--- src/rtl/activation_skew_feeder.sv ---
// Activation feeder: issues per-lane im2col reads to the activation buffer, masks and
// diagonally skews the returned bytes onto the array's left edge, and tracks tile beats.
module activation_skew_feeder #(
    parameter int LANES   = 16,
    parameter int ADDR_W  = 15,
    parameter int DATA_W  = 8,
    parameter int K_DEPTH = 147,
    parameter int CNT_W   = $clog2(K_DEPTH)
) (
    input  logic                     clock,
    input  logic                     reset,
    input  logic                     io_enable,
    input  logic                     io_clear,
    input  logic [LANES*ADDR_W-1:0]  io_rdAddr,
    input  logic [LANES-1:0]         io_addrValid,
    output logic [LANES-1:0]         mem_rdEn,
    output logic [LANES*ADDR_W-1:0]  mem_rdAddr,
    input  logic [LANES*DATA_W-1:0]  mem_rdData,
    output logic [LANES*DATA_W-1:0]  act_out,
    output logic [LANES-1:0]         act_valid,
    output logic                     tile_done,
    output logic                     busy,
    output logic [CNT_W-1:0]         beat_cnt
);

    logic             beat_fire;
    logic             last_beat;
    logic [LANES-1:0] issue_vld_q, issue_vld_d;
    logic [LANES-1:0] tag_q, tag_d;
    logic [LANES-1:0] lane_busy;
    logic [CNT_W-1:0] beat_cnt_q, beat_cnt_d;

    // NOTE: reset gates the read strobes combinationally so no read escapes while the flops are held.
    assign beat_fire  = reset & io_enable & ~io_clear;
    assign mem_rdEn   = {LANES{beat_fire}} & io_addrValid;
    assign mem_rdAddr = io_rdAddr;
    assign last_beat  = beat_fire && (beat_cnt_q == CNT_W'(K_DEPTH - 1));

    // NOTE: every variable gets a default at the top of always_comb so no latch is inferred.
    always_comb begin
        issue_vld_d = mem_rdEn;
        beat_cnt_d  = beat_cnt_q;
        tag_d       = {tag_q[LANES-2:0], last_beat};
        if (io_clear) begin
            beat_cnt_d = '0;
            tag_d      = '0;
        end else if (beat_fire) begin
            beat_cnt_d = last_beat ? '0 : beat_cnt_q + CNT_W'(1);
        end
    end

    // NOTE: sequential state uses non-blocking assignments so all flops sample pre-edge values.
    always_ff @(posedge clock or negedge reset) begin
        if (!reset) begin
            issue_vld_q <= '0;
            tag_q       <= '0;
            beat_cnt_q  <= '0;
        end else begin
            issue_vld_q <= issue_vld_d;
            tag_q       <= tag_d;
            beat_cnt_q  <= beat_cnt_d;
        end
    end

    for (genvar g = 0; g < LANES; g++) begin : g_lane
        // The buffer's output register is the capture stage; only the lane valid is held here.
        logic [DATA_W-1:0] cap_dat;
        assign cap_dat = issue_vld_q[g] ? mem_rdData[g*DATA_W +: DATA_W] : '0;

        if (g == 0) begin : g_direct
            assign act_out[0 +: DATA_W] = cap_dat;
            assign act_valid[0]         = issue_vld_q[0];
            assign lane_busy[0]         = 1'b0;
        end else begin : g_skew
            localparam int SW = g * DATA_W;
            localparam int VW = g;
            logic [SW-1:0] sk_dat_q, sk_dat_d;
            logic [VW-1:0] sk_vld_q, sk_vld_d;

            always_comb begin
                sk_dat_d = (sk_dat_q << DATA_W) | SW'(cap_dat);
                sk_vld_d = (sk_vld_q << 1) | VW'(issue_vld_q[g]);
                if (io_clear) begin
                    sk_dat_d = '0;
                    sk_vld_d = '0;
                end
            end

            // NOTE: skew data is reset too, so an idle row never shows a stale byte.
            always_ff @(posedge clock or negedge reset) begin
                if (!reset) begin
                    sk_dat_q <= '0;
                    sk_vld_q <= '0;
                end else begin
                    sk_dat_q <= sk_dat_d;
                    sk_vld_q <= sk_vld_d;
                end
            end

            assign act_out[g*DATA_W +: DATA_W] = sk_dat_q[SW-1 -: DATA_W];
            assign act_valid[g]                = sk_vld_q[VW-1];
            assign lane_busy[g]                = |sk_vld_q;
        end
    end

    assign busy      = |{issue_vld_q, lane_busy, tag_q};
    assign tile_done = tag_q[LANES-1];
    assign beat_cnt  = beat_cnt_q;

endmodule

--- config.mk ---
export PLATFORM = sky130hd
export DESIGN_NAME = activation_skew_feeder
export DESIGN_NICKNAME = d
export VERILOG_FILES = /design/src/rtl/activation_skew_feeder.sv
export SDC_FILE = /design/constraint.sdc
export NUM_CORES = 1
export LEC_CHECK = 0
export BUFFER_PORTS_ARGS = -buffer_cell sky130_fd_sc_hd__clkbuf_2
export CORE_AREA = 2 2 311 313
export CTS_BUF_LIST = sky130_fd_sc_hd__clkbuf_16
export DETAILED_ROUTE_END_ITERATION = 8
export DIE_AREA = 0 0 313 315
export GPL_TIMING_DRIVEN = 0
export PLACE_DENSITY = 0.63
export SLEW_MARGIN = 20
export SYNTH_ARGS = -nofsm -noshare
export SYNTH_HDL_FRONTEND = slang
export SYNTH_SLANG_ARGS = --single-unit
export TNS_END_PERCENT = 100
--- constraint.sdc ---
create_clock -name clock -period 1.65 [get_ports clock]
set_input_delay 0.0825 -clock clock [delete_from_list [all_inputs] [get_ports clock]]
set_output_delay 0.0825 -clock clock [all_outputs]
set_load 0.1 [all_outputs]
==> parameters.txt <==
Parameter                              Value

Status
  Run status    finished, violations left
  Failing checks    setup timing

GRT
  Total track usage    0.1720
  Wire length of the first global-routing pass    127,800 um
  Number of global-route vias before repair    21,379
  Maximum number of pins on one net before global-route repair    99
  Global route total overflow    0
  Number of antenna violations at the first check in global routing    15

Final layout
  Number of nets in the final layout    4,074
  Most common cell after layout, fill and taps aside    dfrtp_1
  Layout fillers    7,995
  Fraction of layout instances using a drive strength above 1    0.3161
  Most frequent cells in the layout    dfrtp_1, nor2b_1, clkbuf_2, buf_4, clkbuf_16
  Layout Area Growth over Synthesis    29.04%

Placed design
  Global placement routability congestion    0.9359
  Worst slack at placement    -3107 ps
  IO Port Bufs    557
  HPWL after DPL    56,140 um

STA
  Post-layout min period    2528 ps
  Post-route fraction of the period consumed by the critical path    1.532
  Number of endpoints with negative hold slack in the final report    0
  Final critical-path setup slack    -878.3 ps
  Actual slew at the worst max-slew pin    986.7 ps
  Number of failing setup endpoints in the final timing report    205
  Maximum clock skew at final layout    31.97 ps
  Max Clk Rate    395.5 MHz
  RSZ-0062 raised after global routing    yes
  Slew margin rel.    0.3422
  Max-slew violation total from the final report    0

Floorplan
  X dimension of the die    313 um
  # rows    114
  Starting density of the core    0.4059
  IO Count    798
  Placeable core region    95,710 sq um
  Die Span Y    315 um
  Die area    98,600 sq um

Yosys
  Share of the yosys chip area belonging to registers    0.7214
  Post-synthesis cell area    38,850 sq um
  Yosys reg bits    1,120
  Unique masters post-synth    29
  Net count of the mapped netlist    3,214
  Mean area per synthesized cell    13.76 sq um
  Synth warn    0
  Mapped Cells    2,824

Run
  Max-cap violations    0

Worst setup path
  Kind of start point of the critical path    flop
  Largest fanout on the critical path    2
  Data arrival time of the critical path    2450 ps
  Cell count of the worst reg-to-reg path    5
  Critical path class    flop to primary output
  Capturing element type of the critical path    primary output
  CP required    1570 ps

Route
  Number of optimization iterations in the first detailed-route pass    4
  DRT iter0 DRCs    1,016
  Via count    21,101
  Detail-routed via count per cell    4.173
  Antenna-violating nets left    0
  Count of unresolved DRC violations after routing    0
  Wire length reported by the detailed router    84,610 um
  Average wire per standard cell    16.73 um

Min path
  Min-delay worst type    input pin to flop
  Instance count along the most critical hold path    3

CTS
  Worst-path clk slew    60 ps
  Clock tree root driver cell    clkbuf_16
  CTS tree    built
  Maximum buffer depth of the clock tree    3
  H-tree level count    3
  Number of buffers added by the clock tree synthesis step    112
  Clock latency reported for the late side of the worst-skew pair    680 ps
  Number of sinks driven by the clock tree    1,120

Power and ir drop
  Sum of internal, switching and leakage power    56,500 uW
  Power per Cell Area    1127 nW/um^2
  Leakage dissipation    0.02607 uW
  VDD IR max    0.7546 mV
==> power breakdown <==
part	internal, uW	total [uW]	switching, uW
clock	13200	23500	10400
sequential	27600	27600	37.2
combinational	1360	5400	4040
total	42100	56500	14400
==> worst paths after layout <==
| path | startpoint | end | slack [ps] |
|---|---|---|---|
| max in group asynchronous | reset | g_lane[12].g_skew.sk_dat_q[2] | -390 |
| min reg2reg | g_lane[7].g_skew.sk_dat_q[18] | g_lane[7].g_skew.sk_dat_q[26] | 450 |
| min | io_clear | g_lane[1].g_skew.sk_vld_q | 90 |
| min in group asynchronous | reset | g_lane[13].g_skew.sk_dat_q[98] | 330 |
| max | g_lane[5].g_skew.sk_vld_q[1] | busy | -880 |
| max reg2reg | beat_cnt[1] | beat_cnt[7] | -30 |
==> stage by stage <==
stage                     hold slack, ps  std cells  utilization   TNS, ps  instance area [sq um]
final                              85.58       5056       0.5238    -68190                  50130
after global routing               76.33       5054       0.5237   -108610                  50130
after CTS                          28.49       5049       0.5235    -79990                  50100
after detailed placement           165.9       4669       0.4557  -1097120                  43620
after global placement             289.1       4657       0.4522         -                  43280
after floorplan                   -213.1       2824            -    -170.1                  38890
==> critical path, cell delays in order (launching register included) <==
cell and delay, ps:
dfrtp_1 390, nor4_1 440, nand4_1 220, nor4_2 400
nand3_4 110, clkbuf_16 210
==> sequential cells by signal (all words and copies together), names as in the netlist <==
signal                  flops
g_lane.g_skew.sk_vld_q    120
issue_vld_q                16
beat_cnt                    8
g_lane.g_skew.sk_dat_q    960
tag_q                      16
==> metal layers <==
layer  up-vias  GRT usage  part of all wire
met1     10392     0.2440              0.45
li1      10007          -                 -
met3       146    0.05749             0.078
met2       538     0.2559              0.45
met5         -          0            0.0012
met4        18    0.04274             0.021
==> repair_timing <==
action | 4_1_cts | 5_1_grt
buffers inserted | 20 | 4
gates resized for setup | 256 | 50
endpoints found under the hold margin | 628 | 125
hold buffers | 141 | 1
setup endpoints to repair | 758 | 366
gates cloned | 15 | 0
pin swaps | 21 | 7
==> cells in the mapped netlist <==
cell type	number	area share
a21bo_1	1	0.00026
a21boi_2	1	0.00029
a21o_1	1	0.00019
a21oi_1	5	0.00064
a31oi_1	4	0.00064
a41oi_1	1	0.00023
and2_1	144	0.023
and3_1	2	0.00032
and3_2	1	0.00019
and3b_1	1	0.00023
and4bb_1	1	0.00032
buf_2	9	0.0012
buf_4	368	0.071
clkbuf_1	116	0.011
dfrtp_1	1120	0.72
ha_1	2	0.00064
inv_1	2	0.00019
nand2_1	6	0.00058
nand2b_1	3	0.00048
nand3_1	4	0.00052
nand4_1	9	0.0014
nor2_1	1	0.000097
nor2b_1	975	0.16
nor3b_1	1	0.00019
nor4_1	40	0.0064
o211ai_1	1	0.00019
o21ai_0	3	0.00039
or3_2	1	0.00019
or4_1	1	0.00019
==> final cells by class <==
type                            count  area, sq um  area share
Multi-Input combinational cell   1209         7754      0.1547
Tap cell                         1276         1597     0.03185
Sequential cell                  1120        28050      0.5595
Clock inverter                     90        600.6     0.01198
Buffer                            493         3297     0.06577
Timing Repair Buffer              746         5959      0.1189
Inverter                            2        7.507   0.0001498
Antenna cell                        6        15.01   0.0002995
Clock buffer                      114         2853     0.05691
==> logic make-up after synthesis <==
logic type      after synthesis  share of synthesized area
fa+ha+maj                     2                  0.0006440
flops                      1120                     0.7214
buf+inv                     495                    0.08367
simple gates               1190                     0.1914
compound gates               17                   0.002834
(Power assumes the default switching activity.)
